===== src/rtl/ltl_symbol_streamer_pkg.sv =====
`default_nettype none
// ============================================================================
// Package     : ltl_monitor_pkg
// Description : Shared widths, streamer state type and helpers for the
//               automata symbol streamer.
// Revision    : 1.0 - initial release
// ============================================================================
package ltl_monitor_pkg;

    localparam int SYMBOL_W   = 8;
    localparam int DROP_CNT_W = 16;
    localparam int SYM_CNT_W  = 32;

    typedef enum logic [1:0] {
        ST_IDLE   = 2'd0,
        ST_ARM    = 2'd1,
        ST_STREAM = 2'd2,
        ST_DRAIN  = 2'd3
    } stream_state_e;

    function automatic logic [DROP_CNT_W-1:0] sat_inc_drop(input logic [DROP_CNT_W-1:0] value);
        return (value == {DROP_CNT_W{1'b1}}) ? value : value + DROP_CNT_W'(1);
    endfunction

endpackage
`default_nettype wire


===== src/rtl/ltl_symbol_streamer_if.sv =====
`default_nettype none
// ============================================================================
// Interface   : ltl_symbol_streamer_if
// Description : Trace-in / symbol-out bundle between trace tap, streamer and
//               automata clusters.
// Revision    : 1.0 - initial release
// ============================================================================
interface ltl_symbol_streamer_if;
    import ltl_monitor_pkg::*;

    logic                  enable_i;
    logic                  prop_valid_i;
    logic [SYMBOL_W-1:0]   prop_i;
    logic                  stall_i;
    logic [SYMBOL_W-1:0]   symbols_o;
    logic                  run_o;
    logic                  am_reset_o;
    logic                  busy_o;
    logic                  overflow_o;
    logic [DROP_CNT_W-1:0] drop_cnt_o;
    logic [SYM_CNT_W-1:0]  sym_cnt_o;

    modport master (
        output enable_i, prop_valid_i, prop_i, stall_i,
        input  symbols_o, run_o, am_reset_o, busy_o, overflow_o, drop_cnt_o, sym_cnt_o
    );

    modport slave (
        input  enable_i, prop_valid_i, prop_i, stall_i,
        output symbols_o, run_o, am_reset_o, busy_o, overflow_o, drop_cnt_o, sym_cnt_o
    );

endinterface
`default_nettype wire


===== src/rtl/ltl_symbol_streamer_fifo.sv =====
`default_nettype none
// ============================================================================
// Module      : ltl_sym_fifo
// Description : Synchronous symbol FIFO with flush; a push while full is
//               accepted when a pop happens in the same cycle.
// Revision    : 1.0 - initial release
// ============================================================================
module ltl_sym_fifo #(
    parameter int WIDTH = 8,
    parameter int DEPTH = 4
) (
    input  wire logic             clk_i,
    input  wire logic             rst_ni,
    input  wire logic             i_push,
    input  wire logic             i_pop,
    input  wire logic             i_flush,
    input  wire logic [WIDTH-1:0] i_wdata,
    output logic      [WIDTH-1:0] o_rdata,
    output logic                  o_full,
    output logic                  o_empty
);

    localparam int c_PTR_W = $clog2(DEPTH);

    logic [WIDTH-1:0] r_mem [DEPTH];
    logic [c_PTR_W:0] r_wr_ptr;
    logic [c_PTR_W:0] r_rd_ptr;
    logic             w_push;
    logic             w_pop;

    // Extra pointer MSB distinguishes full from empty when the indices match.
    assign o_empty = (r_wr_ptr == r_rd_ptr);
    assign o_full  = (r_wr_ptr[c_PTR_W] != r_rd_ptr[c_PTR_W]) &&
                     (r_wr_ptr[c_PTR_W-1:0] == r_rd_ptr[c_PTR_W-1:0]);
    assign w_pop   = i_pop && !o_empty;
    assign w_push  = i_push && (!o_full || w_pop);
    assign o_rdata = r_mem[r_rd_ptr[c_PTR_W-1:0]];

    always_ff @(posedge clk_i or negedge rst_ni) begin
        if (!rst_ni) begin
            r_wr_ptr <= '0;
            r_rd_ptr <= '0;
        end else if (i_flush) begin
            r_wr_ptr <= '0;
            r_rd_ptr <= '0;
        end else begin
            if (w_push) r_wr_ptr <= r_wr_ptr + (c_PTR_W+1)'(1);
            if (w_pop)  r_rd_ptr <= r_rd_ptr + (c_PTR_W+1)'(1);
        end
    end

    always_ff @(posedge clk_i) begin
        if (w_push && !i_flush) begin
            r_mem[r_wr_ptr[c_PTR_W-1:0]] <= i_wdata;
        end
    end

endmodule
`default_nettype wire


===== src/rtl/ltl_symbol_streamer.sv =====
`default_nettype none
// ============================================================================
// Module      : ltl_symbol_streamer
// Description : Turns per-cycle trace propositions into the automata symbol
//               stream, run strobe and sequenced automaton reset.
// Revision    : 1.0 - initial release
// ============================================================================
module ltl_symbol_streamer
    import ltl_monitor_pkg::*;
#(
    parameter int FIFO_DEPTH   = 4,
    parameter int RESET_CYCLES = 2
) (
    input  wire logic           clk_i,
    input  wire logic           rst_ni,
    ltl_symbol_streamer_if.slave bus
);

    localparam int c_ARM_W = (RESET_CYCLES < 1) ? 1 : $clog2(RESET_CYCLES + 1);

    stream_state_e         r_state;
    stream_state_e         w_next_state;
    logic [c_ARM_W-1:0]    r_arm_cnt;
    logic [SYMBOL_W-1:0]   r_symbols;
    logic                  r_run;
    logic                  r_am_reset;
    logic                  r_overflow;
    logic [DROP_CNT_W-1:0] r_drop_cnt;
    logic [SYM_CNT_W-1:0]  r_sym_cnt;

    logic                  w_push_req;
    logic                  w_pop;
    logic                  w_flush;
    logic                  w_arm_entry;
    logic                  w_arm_done;
    logic                  w_drop;
    logic [SYMBOL_W-1:0]   w_head;
    logic                  w_full;
    logic                  w_empty;

    ltl_sym_fifo #(
        .WIDTH (SYMBOL_W),
        .DEPTH (FIFO_DEPTH)
    ) u_fifo (
        .clk_i   (clk_i),
        .rst_ni  (rst_ni),
        .i_push  (w_push_req),
        .i_pop   (w_pop),
        .i_flush (w_flush),
        .i_wdata (bus.prop_i),
        .o_rdata (w_head),
        .o_full  (w_full),
        .o_empty (w_empty)
    );

    assign w_arm_done = (r_arm_cnt >= c_ARM_W'(RESET_CYCLES));
    assign w_drop     = w_push_req && w_full && !w_pop;

    always_comb begin
        w_next_state = r_state;
        w_push_req   = 1'b0;
        w_pop        = 1'b0;
        w_flush      = 1'b0;
        w_arm_entry  = 1'b0;
        unique case (r_state)
            ST_IDLE: begin
                if (bus.enable_i) begin
                    w_next_state = ST_ARM;
                    w_flush      = 1'b1;
                    w_arm_entry  = 1'b1;
                end
            end
            ST_ARM: begin
                if (!bus.enable_i) begin
                    w_next_state = ST_IDLE;
                    w_flush      = 1'b1;
                end else begin
                    w_push_req = bus.prop_valid_i;
                    // Popping on the exit edge puts the first symbol on the
                    // same edge that releases the automaton reset.
                    if (w_arm_done && !w_empty && !bus.stall_i) begin
                        w_pop        = 1'b1;
                        w_next_state = ST_STREAM;
                    end
                end
            end
            ST_STREAM: begin
                w_push_req = bus.prop_valid_i;
                w_pop      = !bus.stall_i && !w_empty;
                if (!bus.enable_i) w_next_state = ST_DRAIN;
            end
            ST_DRAIN: begin
                w_pop = !bus.stall_i && !w_empty;
                if (w_empty) w_next_state = ST_IDLE;
            end
            default: w_next_state = ST_IDLE;
        endcase
    end

    always_ff @(posedge clk_i or negedge rst_ni) begin
        if (!rst_ni) begin
            r_state <= ST_IDLE;
        end else begin
            r_state <= w_next_state;
        end
    end

    always_ff @(posedge clk_i or negedge rst_ni) begin
        if (!rst_ni) begin
            r_arm_cnt <= '0;
        end else if (r_state != ST_ARM) begin
            r_arm_cnt <= '0;
        end else if (!w_arm_done) begin
            r_arm_cnt <= r_arm_cnt + c_ARM_W'(1);
        end
    end

    always_ff @(posedge clk_i or negedge rst_ni) begin
        if (!rst_ni) begin
            r_symbols  <= '0;
            r_run      <= 1'b0;
            r_am_reset <= 1'b1;
        end else begin
            r_run      <= w_pop;
            r_am_reset <= (w_next_state == ST_IDLE) || (w_next_state == ST_ARM);
            if (w_pop) r_symbols <= w_head;
        end
    end

    always_ff @(posedge clk_i or negedge rst_ni) begin
        if (!rst_ni) begin
            r_overflow <= 1'b0;
            r_drop_cnt <= '0;
            r_sym_cnt  <= '0;
        end else if (w_arm_entry) begin
            r_overflow <= 1'b0;
            r_drop_cnt <= '0;
            r_sym_cnt  <= '0;
        end else begin
            if (w_drop) begin
                r_overflow <= 1'b1;
                r_drop_cnt <= sat_inc_drop(r_drop_cnt);
            end
            if (w_pop) r_sym_cnt <= r_sym_cnt + SYM_CNT_W'(1);
        end
    end

    assign bus.symbols_o  = r_symbols;
    assign bus.run_o      = r_run;
    assign bus.am_reset_o = r_am_reset;
    assign bus.busy_o     = (r_state != ST_IDLE);
    assign bus.overflow_o = r_overflow;
    assign bus.drop_cnt_o = r_drop_cnt;
    assign bus.sym_cnt_o  = r_sym_cnt;

endmodule
`default_nettype wire


===== src/flat_wrapper.sv =====
// flat-port wrapper written by rule: the top's interface ports become plain ports
module ltl_symbol_streamer_flat import ltl_monitor_pkg::*;
#(
    parameter int FIFO_DEPTH   = 4,
    parameter int RESET_CYCLES = 2
)
  (clk_i, rst_ni, bus_enable_i, bus_prop_valid_i, bus_prop_i, bus_stall_i, bus_symbols_o, bus_run_o, bus_am_reset_o, bus_busy_o, bus_overflow_o, bus_drop_cnt_o, bus_sym_cnt_o);
  ltl_symbol_streamer_if bus_i ();
  input  wire logic clk_i;
  input  wire logic rst_ni;
  input wire logic [$bits(bus_i.enable_i)-1:0] bus_enable_i;
  input wire logic [$bits(bus_i.prop_valid_i)-1:0] bus_prop_valid_i;
  input wire logic [$bits(bus_i.prop_i)-1:0] bus_prop_i;
  input wire logic [$bits(bus_i.stall_i)-1:0] bus_stall_i;
  output wire logic [$bits(bus_i.symbols_o)-1:0] bus_symbols_o;
  output wire logic [$bits(bus_i.run_o)-1:0] bus_run_o;
  output wire logic [$bits(bus_i.am_reset_o)-1:0] bus_am_reset_o;
  output wire logic [$bits(bus_i.busy_o)-1:0] bus_busy_o;
  output wire logic [$bits(bus_i.overflow_o)-1:0] bus_overflow_o;
  output wire logic [$bits(bus_i.drop_cnt_o)-1:0] bus_drop_cnt_o;
  output wire logic [$bits(bus_i.sym_cnt_o)-1:0] bus_sym_cnt_o;
  assign bus_i.enable_i = bus_enable_i;
  assign bus_i.prop_valid_i = bus_prop_valid_i;
  assign bus_i.prop_i = bus_prop_i;
  assign bus_i.stall_i = bus_stall_i;
  assign bus_symbols_o = bus_i.symbols_o;
  assign bus_run_o = bus_i.run_o;
  assign bus_am_reset_o = bus_i.am_reset_o;
  assign bus_busy_o = bus_i.busy_o;
  assign bus_overflow_o = bus_i.overflow_o;
  assign bus_drop_cnt_o = bus_i.drop_cnt_o;
  assign bus_sym_cnt_o = bus_i.sym_cnt_o;
  ltl_symbol_streamer #(.FIFO_DEPTH(FIFO_DEPTH), .RESET_CYCLES(RESET_CYCLES)) u_core (.clk_i(clk_i), .rst_ni(rst_ni), .bus(bus_i));
endmodule

===== config.mk =====
export PLATFORM = sky130hd
export DESIGN_NAME = ltl_symbol_streamer_flat
export DESIGN_NICKNAME = d
export VERILOG_FILES = /design/src/rtl/ltl_symbol_streamer_pkg.sv /design/src/rtl/ltl_symbol_streamer_if.sv /design/src/rtl/ltl_symbol_streamer_fifo.sv /design/src/rtl/ltl_symbol_streamer.sv /design/src/flat_wrapper.sv
export SDC_FILE = /design/constraint.sdc
export NUM_CORES = 1
export LEC_CHECK = 0
export CORE_ASPECT_RATIO = 0.6
export CORE_UTILIZATION = 58
export DETAILED_ROUTE_END_ITERATION = 10
export PLACE_DENSITY = 0.9
export SLEW_MARGIN = 0
export SYNTH_ARGS = -nofsm -noshare
export SYNTH_HDL_FRONTEND = slang
export SYNTH_SLANG_ARGS = --single-unit

===== constraint.sdc =====
create_clock -name clk_i -period 6.2 [get_ports clk_i]
set_input_delay 0.93 -clock clk_i [delete_from_list [all_inputs] [get_ports clk_i]]
set_output_delay 0.93 -clock clk_i [all_outputs]
set_load 0.05 [all_outputs]

Word-level counts from Yosys, hierarchy flattened --
Memories as Yosys holds them, arrays and structs flattened. A register that Yosys moved wholly into a read port is not among the register bits. Cells that the tools add are included.
Cells by class: $add $sub $neg 5, magnitude comparators 1, equal/unequal tests 11, mux-type cells 30, reductions and logical operators 26
Operators with widths (number):
- $mux W32 | 2
- $mux W16 | 3
- $add A32 B1 Y32 const B | 1
- $add A16 B1 Y16 const B | 1
- $eq A16 B16 Y1 const B | 1
- $mux W2 | 7
- $mux W3 | 4
- $mux W1 | 10
- $reduce_bool A2 Y1 | 5
- $logic_and A1 B1 Y1 | 9
- $pmux W2 S4 | 1
- $add A3 B1 Y3 const B | 2
- $logic_not A1 Y1 | 6
- $pmux W1 S2 | 3
- $eq A2 B1 Y1 const B | 2
- $eq A2 B2 Y1 const B | 2
- $logic_not A2 Y1 | 2
- $ne A2 B1 Y1 const B | 2
- $eq A3 B3 Y1 | 1
- $add A2 B1 Y2 const B | 1
- $eq A2 B2 Y1 | 1
- $ge A2 B2 Y1 const B | 1
- $logic_or A1 B1 Y1 | 2
- $ne A2 B2 Y1 const B | 1
- other kinds (3) | 3
Word-level totals: flip-flop bits (word level) 61, memory bits (writable) 32, memories kept 1
Memories:
- u_core.u_fifo.r_mem | words 4, width 8, read ports 1, clocked after Yosys merged registers in 1, write ports 1, line ltl_symbol_streamer_fifo.sv:25 | logic [WIDTH-1:0] r_mem [DEPTH];

Logic depth before layout (Yosys ltp) --
depth in word-level cells 13, gate-level depth with buffers 10

Modules after synthesis --
Synthesis repeated with hierarchy kept, for this count alone.
Unflattened totals: cells, all modules 441, area total of the unflattened synthesis 4906.0 µm²
By module, submodules not included:
- ltl_symbol_streamer | instances 1, cells each 344, area each 3201.8 µm², sequential area each 1577.8 µm²
- ltl_sym_fifo | instances 1, cells each 97, area each 1704.1 µm², sequential area each 1111.1 µm²

Worst setup path after synthesis --
No wires, ideal clock.
path kind in2reg, start input port bus_enable_i, end memory u_core.u_fifo.r_mem[3][0], enable pin, setup time 0.332 ns, arrival 2.165 ns, data required time 5.868 ns, setup slack 3.703 ns, stages 6, buffers on the path 1, cell sequence buf_4 > o211ai_2 > a211oi_4 > o21ai_0 > nor2_1 > and2_1
Between the ends: longest elaborated chain between the ends 8, elaborated cells between the ends (all ways) 14, classes of those cells mux (9); reduce/logical (5)
Ends and longest elaborated chain:
- from (decl) | line flat_wrapper.sv:11 | input wire logic [$bits(bus_i.enable_i)-1:0] bus_enable_i;
- $mux W1 | line ltl_symbol_streamer.sv:74 | if (!bus.enable_i) begin
- $pmux W1 S2 | line ltl_symbol_streamer.sv:65 | unique case (r_state)
- $logic_and A1 B1 Y1 | line ltl_symbol_streamer_fifo.sv:35 | assign w_pop = i_pop && !o_empty;
- $logic_or A1 B1 Y1 | line ltl_symbol_streamer_fifo.sv:36 | assign w_push = i_push && (!o_full || w_pop);
- $logic_and A1 B1 Y1 | line ltl_symbol_streamer_fifo.sv:36
- $logic_and A1 B1 Y1 * | line ltl_symbol_streamer_fifo.sv:53 | if (w_push && !i_flush) begin
- $mux W1 * | line ltl_symbol_streamer_fifo.sv:53
- $mux W1 (implied by the code) * | line ltl_symbol_streamer_fifo.sv:54 | r_mem[r_wr_ptr[c_PTR_W-1:0]] <= i_wdata;
- to (decl) | line ltl_symbol_streamer_fifo.sv:25
Every way passes the cells marked *; elsewhere a longest branch is shown, timed or not.

Final worst setup path --
start input port bus_enable_i, end register u_core.r_sym_cnt[23] (netlist: u_core.bus.sym_cnt_o[23])
Between the ends: longest elaborated chain between the ends 3, elaborated cells between the ends (all ways) 6, classes of those cells mux (5); reduce/logical (1)
Ends and longest elaborated chain:
- $mux W1, on equally long branches | line ltl_symbol_streamer.sv:74, ltl_symbol_streamer.sv:67
- $pmux W1 S2 / $mux W1 (equally long branches) | line ltl_symbol_streamer.sv:65
- $reduce_bool A2 Y1 (no source line) / $mux W32 (equally long branches)
- to (signal assigned) | line ltl_symbol_streamer.sv:144 | if (w_pop) r_sym_cnt <= r_sym_cnt + SYM_CNT_W'(1);
- to (decl) | line ltl_symbol_streamer.sv:29 | logic [SYM_CNT_W-1:0] r_sym_cnt;
Several ways; a longest one is shown, not always the timed one. A chain may end at the register's enable or synchronous reset.

==> impl_results.html <==
<table>
<tr><th>Metric</th><th>Value</th></tr>
<tr><th colspan="2">Clocking</th></tr>
<tr><td>Clock edge transition at the registers on the reported setup and hold paths</td><td>about 70 ps</td></tr>
<tr><td>Clk Latency, worst-skew pair</td><td>350 ps</td></tr>
<tr><td>Number of instances resized during post-cts repair</td><td>0</td></tr>
<tr><td>Max Buffers Root-to-Sink</td><td>2</td></tr>
<tr><td>Library cell used as clock root buffer</td><td>clkbuf_16</td></tr>
<tr><td>TritonCTS buffer count</td><td>9</td></tr>
<tr><td>Maximum level of the CTS H-tree</td><td>3</td></tr>
<tr><td>TritonCTS clock tree</td><td>built</td></tr>
<tr><td>Number of sinks driven by the clock tree</td><td>101</td></tr>
<tr><td>Setup Buffers After CTS</td><td>0</td></tr>
<tr><td>Number of buffers inserted for hold repair after clock tree synthesis</td><td>0</td></tr>
<tr><th colspan="2">Timing</th></tr>
<tr><td>Clock period minus worst slack</td><td>3430 ps</td></tr>
<tr><td>Max-slew violation count</td><td>0</td></tr>
<tr><td>Post-route fraction of the period consumed by the critical path</td><td>between 50% and 60%</td></tr>
<tr><td>Peak Freq</td><td>291 MHz</td></tr>
<tr><td>Pin slew with the least headroom to its limit</td><td>~860 ps</td></tr>
<tr><td>Setup TNS</td><td>0 ps</td></tr>
<tr><td>Setup repair after global routing missed its margin</td><td>false</td></tr>
<tr><td>Number of endpoints with negative hold slack in the final report</td><td>0</td></tr>
<tr><td>Worst slew margin relative to its limit</td><td>~42%</td></tr>
<tr><td>Hold slack final</td><td>486 ps</td></tr>
<tr><td>Final setup violation count</td><td>0</td></tr>
<tr><td>Largest clock skew in the final design</td><td>8.25 ps</td></tr>
<tr><th colspan="2">Yosys</th></tr>
<tr><td>Top post-synthesis cells by area</td><td>dfrtp_1 35%, edfxtp_1 20%, nand2_1 4.3%, mux4_2 3.7%, ha_1 3.1%</td></tr>
<tr><td>Fraction of registers with async set/reset</td><td>between 60% and 70%</td></tr>
<tr><td>Post-Synthesis Net Count</td><td>473</td></tr>
<tr><td>Distinct cells, synth</td><td>48</td></tr>
<tr><td>Synth Instances</td><td>roughly 450</td></tr>
<tr><td>Total of warnings raised by yosys</td><td>0</td></tr>
<tr><td>Most used standard cell by instance count after synthesis</td><td>dfrtp_1</td></tr>
<tr><td>Largest area contributor in the netlist</td><td>dfrtp_1</td></tr>
<tr><td>FF+latch count, synth</td><td>101</td></tr>
<tr><td>Dominant synthesized flop cell</td><td>dfrtp_1</td></tr>
<tr><td>Top cells by instance count after synthesis</td><td>68 x dfrtp_1, 56 x nand2_1, 35 x nor2_1</td></tr>
<tr><td>Part of the Yosys area used for sequential elements</td><td>55.0%</td></tr>
<tr><td>Area share of the largest cell type after synthesis</td><td>34.8%</td></tr>
<tr><td>Netlist Area Pre-Place</td><td>between 0.004 and 0.005 mm^2</td></tr>
<tr><td>Number of flops mapped to enable cells by yosys</td><td>32</td></tr>
<tr><td>Post-synthesis area per instance</td><td>10.9 um^2</td></tr>
<tr><th colspan="2">Worst setup path</th></tr>
<tr><td>Critical path's largest stage delay</td><td>650 ps</td></tr>
<tr><td>Slowest-stage cell, CP</td><td>or4_1</td></tr>
<tr><td>Required time at the worst-slack endpoint</td><td>6470 ps</td></tr>
<tr><td>Crit path launch</td><td>bus_enable_i</td></tr>
<tr><td>Maximum fanout encountered on the critical timing path</td><td>23</td></tr>
<tr><td>Logic depth of the worst register-to-register path</td><td>6</td></tr>
<tr><td>Capture instance of the worst register-to-register path</td><td>u_core.u_fifo.r_rd_ptr[0]$_DFFE_PN0P_</td></tr>
<tr><td>FF-to-FF Start</td><td>u_core.u_fifo.r_rd_ptr[0]$_DFFE_PN0P_</td></tr>
<tr><td>Worst Setup End Kind</td><td>flop</td></tr>
<tr><td>Total buffers and inverters traversed by the critical path</td><td>1</td></tr>
<tr><td>Number of cells on the critical path</td><td>6</td></tr>
<tr><td>R2r setup slk</td><td>3190 ps</td></tr>
<tr><td>Kind of start point of the critical path</td><td>input pin</td></tr>
<tr><td>Worst setup path class</td><td>input pin to flop</td></tr>
<tr><td>CP top delay family</td><td>simple AND/OR/NAND/NOR gates</td></tr>
<tr><td>Arrival time of data at the critical path endpoint</td><td>3700 ps</td></tr>
<tr><td>CP endpoint</td><td>u_core.bus.sym_cnt_o[23]$_DFFE_PN0P_</td></tr>
<tr><td>Cells along the critical path</td><td>clkdlybuf4s50_1 &gt; o211ai_2 &gt; a211oi_4 &gt; nand3_2 &gt; or4_1 &gt; a21oi_1</td></tr>
<tr><th colspan="2">Layout</th></tr>
<tr><td>Number of nets at the end of the flow</td><td>536</td></tr>
<tr><td>Total area of multi-input combinational cells</td><td>0.00202 mm^2</td></tr>
<tr><td>Layout Utilization</td><td>~74%</td></tr>
<tr><td>Number of filler instances in the final layout</td><td>522</td></tr>
<tr><td>Layout Cells excl Fill</td><td>between 600 and 700</td></tr>
<tr><td>Register cell area after layout</td><td>around 0.0027 mm^2</td></tr>
<tr><td>Area Growth Syn to Fin</td><td>22.0%</td></tr>
<tr><td>Ant diodes</td><td>0</td></tr>
<tr><td>Share of final-layout standard cells stronger than drive strength 1</td><td>6.20%</td></tr>
<tr><th colspan="2">Floorplanning</th></tr>
<tr><td>Number of placement rows</td><td>25</td></tr>
<tr><td>Floorplan die width</td><td>around 120 um</td></tr>
<tr><td>Vertical extent of the die</td><td>~73 um</td></tr>
<tr><td>Core footprint</td><td>0.00801 mm^2</td></tr>
<tr><td>Die Footprint</td><td>0.00881 mm^2</td></tr>
<tr><td>Starting utilization of the core area</td><td>61.0%</td></tr>
<tr><td>Total I/O pin count</td><td>73</td></tr>
<tr><th colspan="2">Run</th></tr>
<tr><td>Maxcap violations</td><td>0</td></tr>
<tr><th colspan="2">Power</th></tr>
<tr><td>Worst IR drop on VDD</td><td>0.293 mV</td></tr>
<tr><td>Power density normalized to cell area</td><td>331 mW/mm^2</td></tr>
<tr><td>LEAKAGE</td><td>2.29 nW</td></tr>
<tr><td>Total power draw</td><td>0.00198 W</td></tr>
<tr><th colspan="2">Global route</th></tr>
<tr><td>Number of antenna violations at the first check in global routing</td><td>0</td></tr>
<tr><td>Overall routing resource usage</td><td>30.2%</td></tr>
<tr><td>Via count of the first global-routing pass</td><td>between 3000 and 4000</td></tr>
<tr><td>Global-route wire length before repair</td><td>approximately 20 mm</td></tr>
<tr><td>Overflow left after global routing</td><td>0</td></tr>
<tr><td>Largest net degree at the start of global routing</td><td>70</td></tr>
<tr><th colspan="2">Drt</th></tr>
<tr><td>Residual DRC</td><td>0</td></tr>
<tr><td>Routed wire length on met3</td><td>1.11 mm</td></tr>
<tr><td>Number of vias per cell</td><td>6.45</td></tr>
<tr><td>Top layer in use</td><td>met4</td></tr>
<tr><td>Initial drt markers</td><td>420</td></tr>
<tr><td>Average detailed-routed wire length per instance</td><td>19.8 um</td></tr>
<tr><td>Wirelength, routed</td><td>between 10 and 15 mm</td></tr>
<tr><td>Wire length the detailed router placed on met1</td><td>4.95 mm</td></tr>
<tr><td>Met2 wirelength from detailed routing</td><td>~5.7 mm</td></tr>
<tr><td>Number of vias after detailed routing</td><td>slightly above 4000</td></tr>
<tr><td>Total iterations of the first detailed-routing run</td><td>5</td></tr>
<tr><td>Remaining antenna violation count after routing</td><td>0</td></tr>
<tr><th colspan="2">Placed design</th></tr>
<tr><td>Count of input and output buffers</td><td>72</td></tr>
<tr><td>Placed Cells incl. Taps</td><td>608</td></tr>
<tr><td>Final weighted congestion in routability-driven placement</td><td>0.830</td></tr>
<tr><td>Total half-perimeter wirelength after legalization and detailed placement</td><td>between 8 and 9 mm</td></tr>
<tr><th colspan="2">Run status</th></tr>
<tr><td>Run status</td><td>finished, final reports clean</td></tr>
<tr><th colspan="2">Hold path</th></tr>
<tr><td>Type of the worst min-delay path</td><td>flop to flop</td></tr>
<tr><td>Hold Path Origin</td><td>u_core.bus.symbols_o[7]$_DFFE_PN0P_</td></tr>
</table>
==> per-stage QoR <==
stage                     cell area, um^2  setup WS (ps)
after floorplan                      4890           3700
after global placement               5630           2580
after detailed placement             5630           2440
after CTS                            5960           2800
after global routing                 5960           2550
final                                5960           2770
==> flip-flops by register name (all words and copies together) (netlist names) <==
signal	flops
u_core.bus.sym_cnt_o	32
u_core.u_fifo.r_mem	32
u_core.bus.drop_cnt_o	16
u_core.bus.symbols_o	8
u_core.u_fifo.r_rd_ptr	3
u_core.u_fifo.r_wr_ptr	3
u_core.r_arm_cnt	2
u_core.r_state	2
u_core.bus.am_reset_o	1
u_core.bus.overflow_o	1
u_core.bus.run_o	1
==> cell families after synthesis <==
| logic type | after synthesis | synth area share, % |
|---|---|---|
| buf+inv | 37 | 3.61 |
| mux | 12 | 4.51 |
| compound gates | 90 | 12.4 |
| flops | 101 | 55.0 |
| fa+ha+maj | 12 | 3.07 |
| xor+xnor | 15 | 2.69 |
| simple gates | 181 | 18.7 |
==> worst min path at each step <==
stage | endpoint | cells after the start
after global routing | u_core.bus.symbols_o[7]$_DFFE_PN0P_ | 2
after floorplan | u_core.r_arm_cnt[0]$_DFFE_PN0P_ | 2
after detailed placement | u_core.bus.symbols_o[3]$_DFFE_PN0P_ | 2
final | u_core.bus.symbols_o[7]$_DFFE_PN0P_ | 2
after global placement | u_core.bus.sym_cnt_o[31]$_DFFE_PN0P_ | 1
after CTS | u_core.bus.symbols_o[7]$_DFFE_PN0P_ | 2
==> power breakdown <==
part	internal, W	switching [W]	leakage (nW)
combinational	0.000169	0.000374	0.894
sequential	0.000755	0.0000532	1.23
clock	0.000393	0.000231	0.161
==> layout by cell type, fill, tap and decap left out, types with 2 or more instances in the layout <==
master / instances
nor3_1: 3
xor2_1: 7
a31oi_1: 3
or4_1: 9
o21ai_0: 17
o41ai_1: 8
mux2i_1: 4
o311ai_0: 6
mux4_2: 8
and3_1: 7
clkdlybuf4s50_1: 71
inv_1: 15
nand3_1: 21
clkbuf_16: 9
and2_1: 7
buf_4: 2
o31ai_1: 14
nand2b_1: 3
and4_1: 3
nand2_1: 56
clkbuf_1: 2
or3_1: 10
edfxtp_1: 32
o211ai_1: 7
ha_1: 12
or2_2: 2
nor2_1: 35
nand3_2: 2
a21oi_1: 26
nand4_1: 15
nor4_1: 2
dfrtp_1: 68
a211oi_1: 2
bufinv_16: 3
xnor2_1: 8
==> routing by layer <==
layer  up-vias  global-route usage, %
met3        53                   6.64
met5         -                      0
met2       265                   47.4
met4         0                   16.7
met1      1920                   39.8
li1       1784                      -
==> worst register-to-register path: stages (launching register included) <==
cell,delay [ps]
dfrtp_1,780
xnor2_1,240
nand3_1,490
nand2_1,620
inv_1,390
xnor2_1,280
nor2_1,80
==> final cells by class <==
| cell class | instances | area share [%] |
|---|---|---|
| clock buffer | 11 | 3.90 |
| clock inverter | 5 | 1.66 |
| inverter | 15 | 0.944 |
| multi-input combinational | 310 | 33.9 |
| sequential | 101 | 45.1 |
| tap | 108 | 2.27 |
| timing repair buffer | 74 | 12.3 |
Power figures use the tool's default switching activity.
